## config.mk

```make
export PLATFORM = sky130hd
export DESIGN_NAME = uart_rx_frame
export DESIGN_NICKNAME = d
export VERILOG_FILES = /design/src/rtl/uart_rx_frame.sv
export SDC_FILE = /design/constraint.sdc
export NUM_CORES = 1
export LEC_CHECK = 0
export ABC_AREA = 1
export ABC_CLOCK_PERIOD_IN_PS = 2800
export BUFFER_PORTS_ARGS = -buffer_cell sky130_fd_sc_hd__buf_2
export CORE_MARGIN = 10
export CORE_UTILIZATION = 49
export CTS_CLUSTER_DIAMETER = 30
export CTS_CLUSTER_SIZE = 10
export DETAILED_ROUTE_END_ITERATION = 7
export PLACE_DENSITY = 0.66
export SLEW_MARGIN = 20
export SYNTH_ARGS = -nofsm -noshare
export SYNTH_HDL_FRONTEND = slang
export SYNTH_SLANG_ARGS = --single-unit
```

## constraint.sdc

```tcl
create_clock -name src_clk -period 2.8 [get_ports src_clk]
set_clock_uncertainty 0.05 [all_clocks]
set_input_delay 0.28 -clock src_clk [delete_from_list [all_inputs] [get_ports src_clk]]
set_output_delay 0.28 -clock src_clk [all_outputs]
set_load 0.005 [all_outputs]
```

## src/rtl/uart_rx_frame.sv

```systemverilog
// 8N1 UART receiver: synchronised line, falling-edge start detect, mid-bit sampling,
// one-cycle data_valid / frame_err pulses, baud divisor latched per frame.
`timescale 1ns/1ps
module uart_rx_frame #(
   parameter int CLK_HZ = 50_000_000
) (
   input  logic       src_clk,
   input  logic       rst,
   input  logic [1:0] baud_sel,
   input  logic       rx_en,
   input  logic       rx,
   output logic [7:0] data,
   output logic       data_valid,
   output logic       frame_err,
   output logic       busy
);

   localparam int DIV_9600   = CLK_HZ / 9600;
   localparam int DIV_57600  = CLK_HZ / 57600;
   localparam int DIV_115200 = CLK_HZ / 115200;
   localparam int CW = ($clog2(DIV_9600 + 1) < 13) ? 13 : $clog2(DIV_9600 + 1);

   typedef enum logic [1:0] {IDLE, START, DATA, STOP} state_t;

   state_t        state, state_n;
   logic          rx_m, rx_s, rx_p;
   logic [CW-1:0] cnt, cnt_n;
   logic [CW-1:0] div_q, div_n, div_sel;
   logic [CW-1:0] half_m1, div_m1;
   logic [2:0]    bit_idx, bit_idx_n;
   logic [7:0]    shift_q, shift_n;
   logic [7:0]    data_n;
   logic          dv_n, fe_n;

   always_comb begin
      case (baud_sel)
         2'b01:   div_sel = CW'(DIV_57600);
         2'b10:   div_sel = CW'(DIV_115200);
         default: div_sel = CW'(DIV_9600);
      endcase
   end

   assign half_m1 = (div_q >> 1) - CW'(1);
   assign div_m1  = div_q - CW'(1);

   always_comb begin
      state_n   = state;
      cnt_n     = cnt + CW'(1);
      div_n     = div_q;
      bit_idx_n = bit_idx;
      shift_n   = shift_q;
      data_n    = data;
      dv_n      = 1'b0;
      fe_n      = 1'b0;
      // Disabling the receiver drops any partial byte silently.
      if (!rx_en) begin
         state_n   = IDLE;
         cnt_n     = '0;
         bit_idx_n = '0;
         shift_n   = '0;
      end else begin
         case (state)
            IDLE: begin
               cnt_n = '0;
               if (rx_p && !rx_s) begin
                  state_n = START;
                  div_n   = div_sel;
               end
            end
            START: begin
               if (cnt == half_m1) begin
                  cnt_n     = '0;
                  bit_idx_n = '0;
                  state_n   = rx_s ? IDLE : DATA;
               end
            end
            DATA: begin
               // LSB arrives first, so shifting right leaves bit 0 at the bottom.
               if (cnt == div_m1) begin
                  cnt_n     = '0;
                  shift_n   = {rx_s, shift_q[7:1]};
                  bit_idx_n = bit_idx + 3'd1;
                  if (bit_idx == 3'd7) state_n = STOP;
               end
            end
            STOP: begin
               if (cnt == div_m1) begin
                  cnt_n   = '0;
                  state_n = IDLE;
                  if (rx_s) begin
                     data_n = shift_q;
                     dv_n   = 1'b1;
                  end else begin
                     fe_n   = 1'b1;
                  end
               end
            end
            default: begin
               state_n = IDLE;
               cnt_n   = '0;
            end
         endcase
      end
   end

   always_ff @(posedge src_clk) begin
      if (rst) begin
         rx_m       <= 1'b1;
         rx_s       <= 1'b1;
         rx_p       <= 1'b1;
         state      <= IDLE;
         cnt        <= '0;
         div_q      <= CW'(DIV_9600);
         bit_idx    <= '0;
         shift_q    <= '0;
         data       <= 8'h00;
         data_valid <= 1'b0;
         frame_err  <= 1'b0;
         busy       <= 1'b0;
      end else begin
         rx_m       <= rx;
         rx_s       <= rx_m;
         rx_p       <= rx_s;
         state      <= state_n;
         cnt        <= cnt_n;
         div_q      <= div_n;
         bit_idx    <= bit_idx_n;
         shift_q    <= shift_n;
         data       <= data_n;
         data_valid <= dv_n;
         frame_err  <= fe_n;
         busy       <= (state_n != IDLE);
      end
   end

endmodule

```

==> results.toml, run 1 <==
[synthesis]
ys_types = 27
yosys.area.top_type = "dfxtp_1"
syn_nets = 408
synthCells = 394
yosysTopAreaCellShare_pct = 34.5
synth-seq-cells = 46
syn_avg_cell_area_um2 = 6.77
yosysWarnings = 0
syn-cell-area_um2 = 2670
synth_area_leaders = "dfxtp_1, nand2_1, nand3_1"
synth_seq_area_share_pct = 34.5

[routing]
dr.pass1.iters = 5
drc = 0
ant_nets = 0
vias = 2493
viasPerCell = 5.17
avgRoutedWirePerCell_um = 12.5
routed_wl_mm = 6.05
drt-initial-drc-count = 222

[timing]
setup_tns_ps = 0
relSlewSlack_pct = 74.0
tightest_slew_ps = 388
setup_viol = 0
fmax_mhz = 402
rsz0062_at_grt = "no"
min_period_over_period_pct = 88.8
slew_viol_final = 0
finalHoldViolCount = 0
period_needed_ps = 2490

[floorplanning]
io_pins = 17
initial_core_util_pct = 51.2
chipWidth_um = 93.8
rows = 26
die_h_um = 93.8
coreArea_um2 = 5200
dieArea_um2 = 8800

[worst_setup_path]
cp.buffers_inverters = 2
cp-start-kind = "register"
endpoint_kind = "register"
crit_arrival_ps = 2610
critPathKind = "reg -> reg"
critPathMaxFanout = 13
path_cells = "inv_2, ha_2, inv_2, nor2_1, nand3_1, nand2_2, nand2_2, xor2_1, nor2_1, nand2_1, nand2_4, o21ai_2, nand2_2, nor2_1"
cp_slowest_stage_delay_ps = 380
cp.required_ps = 2930
rrSetupSlack_ps = 310
critPathSlowestCell = "dfxtp_1"
critPathTopFamily = "simple AND/OR/NAND/NOR gates"

[clocking]
root_buffer = "clkbuf_8"
cts_sinks = 46
clock_latency_ps = 290
path_clk_slew_ps = 80
cts_tree = "done"
numCtsBuffers = 5
post_cts.repair.setup_buffers = 0
htree_levels = 2
clk_path_buf_depth = 2

[place]
dp_hpwl_mm = 4.73
portBuffers = 16
gp_congestion = 0.971

[power]
power.leakage_nw = 1.23
power_density_nw_per_um2 = 422
finalPower_w = 0.00122
peakVddDrop_uv = 369

[grt]
grt_pass1_vias = 2296
grt_pass1_wl_mm = 10.4
grtUsageTotal_pct = 14.3
antenna_found_initial = 0
grt_start_max_net_pins = 20
overflow = 0

[final_layout]
nFillCells = 551
antennaDiodeCount = 0
nNetsFinal = 425
drive_gt1_share_pct = 14.8
area_growth_syn_to_layout_pct = 8.54
final_common_cell = "nand2_1"
final_cell_mix = "nand2_1, nand3_1, dfxtp_1, inv_1, nor2_1"

[job]
maxCapViolCount = 0

[outcome]
status = "finished clean"

[worst_hold_path]
hold_path_class = "in -> reg"
==> timing repair <==
| item | in CTS | in global routing |
|---|---|---|
| hold buffers | 0 | 0 |
| setup endpoints to repair | 0 | 12 |
| gates resized for setup | 0 | 1 |
==> cell type report <==
cell class / count / area, µm² / area share [%]
multi-input combinational: 295 / 1520 / 52.4
clock buffer: 7 / 76.3 / 2.64
sequential: 46 / 921 / 31.8
inverter: 46 / 175 / 6.05
tap: 70 / 87.6 / 3.03
clock inverter: 1 / 30.0 / 1.04
timing repair buffer: 17 / 87.6 / 3.03
==> routing by layer <==
metal	wire (µm)	vias up	part of all wire, %	GRT usage (%)
met2	2630	59	43	22.0
li1	-	1305	-	-
met4	40	0	0.66	2.66
met5	0	-	0	0
met3	415	5	6.9	3.68
met1	2970	1124	49	19.6
==> worst register-to-register path: cells and delay by family, from the launching register on <==
| family | cells | cell delay [ps] |
|---|---|---|
| flops | 1 | 380 |
| fa+ha+maj | 1 | 310 |
| simple gates | 9 | 1210 |
| buf+inv | 2 | 210 |
| compound gates | 1 | 70 |
| xor+xnor | 1 | 150 |
==> report_power, final <==
part           internal, W  switching [W]
sequential        0.000659     0.00000645
combinational    0.0000242      0.0000493
clock             0.000267       0.000215
total             0.000951       0.000271
==> logic make-up (layout without fill, tap and decap cells) <==
| group | Yosys count | after routing | share of synthesized area [%] |
|---|---|---|---|
| fa+ha+maj | 8 | 8 | 3.75 |
| compound gates | 31 | 31 | 6.00 |
| flops | 46 | 46 | 34.5 |
| simple gates | 244 | 244 | 43.1 |
| buf+inv | 53 | 71 | 8.68 |
| xor+xnor | 12 | 12 | 3.94 |
==> through the flow <==
stage	worst slack [ps]	utilization [%]	cells	instance area, µm²	hold WS, ps
detailed placement	219	53.5	474	2790	350
floorplan	697	-	394	2670	330
global route	48.7	55.6	482	2900	106
CTS	217	55.6	482	2890	109
global placement	318	53.5	474	2790	341
finish	315	55.6	482	2900	113
==> cell usage after synthesis (all sizes together) <==
| cell type | instances |
|---|---|
| dfxtp | 46 |
| xnor2 | 2 |
| xor2 | 10 |
| a21oi | 24 |
| nand2 | 115 |
| nor3 | 6 |
| a31oi | 1 |
| buf | 4 |
| or2 | 3 |
| clkinv | 4 |
| nand4 | 14 |
| nor4 | 1 |
| nand3 | 59 |
| clkbuf | 3 |
| nor2 | 44 |
| o21ai | 6 |
| nand3b | 2 |
| inv | 42 |
| ha | 8 |
==> state kept, by name, indices dropped and copies added, names as in the netlist <==
| name | flops |
|---|---|
| div_q | 6 |
| rx_p | 1 |
| busy | 1 |
| data_valid | 1 |
| frame_err | 1 |
| rx_s | 1 |
| bit_idx | 3 |
| rx_m | 1 |
| cnt | 13 |
| shift_q | 8 |
| data | 8 |
| state | 2 |
==> worst paths after layout <==
| kind | startpoint | endpoint | depth (start not counted) |
|---|---|---|---|
| setup / recovery | div_q[7] | cnt[3] | 14 |
| setup reg to reg | div_q[7] | cnt[3] | 14 |
| hold reg to reg | rx_m | rx_s | 1 |
| hold / removal | rx | rx_m | 2 |
Power figures use the tool's default switching activity.
==> inputs of run 2 (changes only) <==
BUFFER_PORTS_ARGS = not set   (was -buffer_cell sky130_fd_sc_hd__buf_2)
CTS_CLUSTER_DIAMETER = not set   (was 30)
DONT_BUFFER_PORTS = 1   (was not set)
PLACE_DENSITY = 0.63   (was 0.66)
TNS_END_PERCENT = 30   (was not set)
==> run 2 against run 1 <==
Effect of this change: first-iteration DRC count fell by 23%; fmax rose by 2.8%; design area is 2.8% lower; combinational power decreased by 7.8%; via count shrank 4.7%; routed wire length decreased by 0.88%; power fell by 5.9%; setup slack improved by 67 ps; critical endpoint is now cnt[2]; largest power group unchanged.
==> results.toml, run 2 (same netlist as run 1, synthesis figures left out) <==
[routing]
viasPerCell = 5.09
dr.pass1.iters = 4
drt-initial-drc-count = 171
vias = 2377
avgRoutedWirePerCell_um = 12.8
drc = 0
routed_wl_mm = 6.00
ant_nets = 0

[worst_setup_path]
crit_arrival_ps = 2570
critPathKind = "reg -> reg"
endpoint_kind = "register"
critPathMaxFanout = 13
cp-start-kind = "register"
cp.required_ps = 2950
rrSetupSlack_ps = 380

[power]
p_comb_share_pct = 5.9
power.share.switching_pct = 25.4
power.switching_w = 0.000292
internal_power_w = 0.000857
power_density_nw_per_um2 = 409
power.leakage_nw = 1.16
clockPowerShare_pct = 36.2
seqPwrFrac_pct = 57.9
finalPower_w = 0.00115
peakVddDrop_uv = 297

[job]
maxCapViolCount = 0

[final_layout]
multi_input_area_um2 = 1520
drive_gt1_share_pct = 11.8
antennaDiodeCount = 0
nNetsFinal = 410
final_cell_mix = "nand2_1, nand3_1, dfxtp_1, inv_1, nor2_1"
regMostFlops = "cnt"
largest_reg_flops = 13
area.sequential_um2 = 921
reg_top3 = "cnt: 13 flops, data: 8 flops, shift_q: 8 flops"
nFillCells = 530
final_common_cell = "nand2_1"
area_growth_syn_to_layout_pct = 5.49

[floorplanning]
rows = 26
die_h_um = 93.8
dieArea_um2 = 8800
chipWidth_um = 93.8
initial_core_util_pct = 51.2
coreArea_um2 = 5200
io_pins = 17

[timing]
fmax_mhz = 414
relSlewSlack_pct = 71.8
rsz0062_at_grt = "no"
setup_viol = 0
slew_viol_final = 0
tightest_slew_ps = 422
period_needed_ps = 2420
setup_tns_ps = 0
min_period_over_period_pct = 86.4
finalHoldViolCount = 0

[place]
gp_congestion = 1.01
dp_hpwl_mm = 4.50
portBuffers = 0

[grt]
antenna_found_initial = 0
overflow = 0
grt_pass1_wl_mm = 10.4
grt_start_max_net_pins = 20
grtUsageTotal_pct = 14.3
grt_pass1_vias = 2240

[clocking]
cts_tree = "done"
clock_latency_ps = 310
root_buffer = "clkbuf_8"
clk_path_buf_depth = 2
path_clk_slew_ps = 90
post_cts.repair.setup_buffers = 0
cts_sinks = 46
numCtsBuffers = 5
htree_levels = 2

[outcome]
status = "finished clean"

[worst_hold_path]
hold_path_class = "in -> reg"
-- run 2: what timing repair did --
item	CTS	global route
gates resized for setup	0	2
hold buffers	1	0
setup endpoints to repair	0	24
endpoints found under the hold margin	10	0
-- run 2: worst max-delay path, stage by stage (launching register included) --
cell and delay [ps]:
dfxtp_1 380, inv_2 140, ha_2 310, inv_2 60, nor2_1 80, nand3_1 160
nand2_2 130, nand2_2 70, xor2_1 150, nor2_1 190, nand2_1 120, nand2_4 110
o21ai_2 80, nand2_4 200, nor2_1 60
-- run 2: worst paths after layout --
path | start | end | depth (start not counted)
hold reg to reg | rx_m | rx_s | 1
hold / removal | rx | rx_m | 1
setup / recovery | div_q[7] | cnt[2] | 14
setup reg to reg | div_q[7] | cnt[2] | 14
-- run 2: power by group through the flow --
stage	Clock (W)	Combinational [W]	Sequential, W
after floorplan	0	0.0000551	0.000680
after global placement	0	0.0000628	0.000681
after detailed placement	0	0.0000632	0.000682
after CTS	0.000427	0.0000669	0.000666
after global routing	0.000452	0.0000784	0.000667
final	0.000416	0.0000678	0.000666
-- run 2: routing by layer --
| layer | routed length [µm] | GRT usage (%) | up-vias |
|---|---|---|---|
| met3 | 314 | 3.68 | 8 |
| li1 | - | - | 1282 |
| met1 | 2930 | 19.1 | 1043 |
| met2 | 2650 | 21.8 | 44 |
| met5 | 0 | 0 | - |
| met4 | 102 | 5.06 | 0 |
-- run 2: per-stage QoR --
step | utilization [%] | setup WS [ps] | hold WS, ps | instance area, µm² | instances
after global routing | 54.1 | 54.6 | 13.0 | 2810 | 467
after global placement | 52.0 | 314 | 302 | 2710 | 458
after floorplan | - | 697 | 330 | 2670 | 394
final | 54.1 | 382 | 22.5 | 2810 | 467
after detailed placement | 52.0 | 187 | 306 | 2710 | 458
after CTS | 53.9 | 181 | 16.5 | 2810 | 467
-- run 2: layout make-up --
type,instances,area share [%]
sequential,46,32.7
timing repair buffer,2,0.622
tap,70,3.11
clock inverter,3,0.756
inverter,46,6.22
clock buffer,5,2.45
multi-input combinational,295,54.1
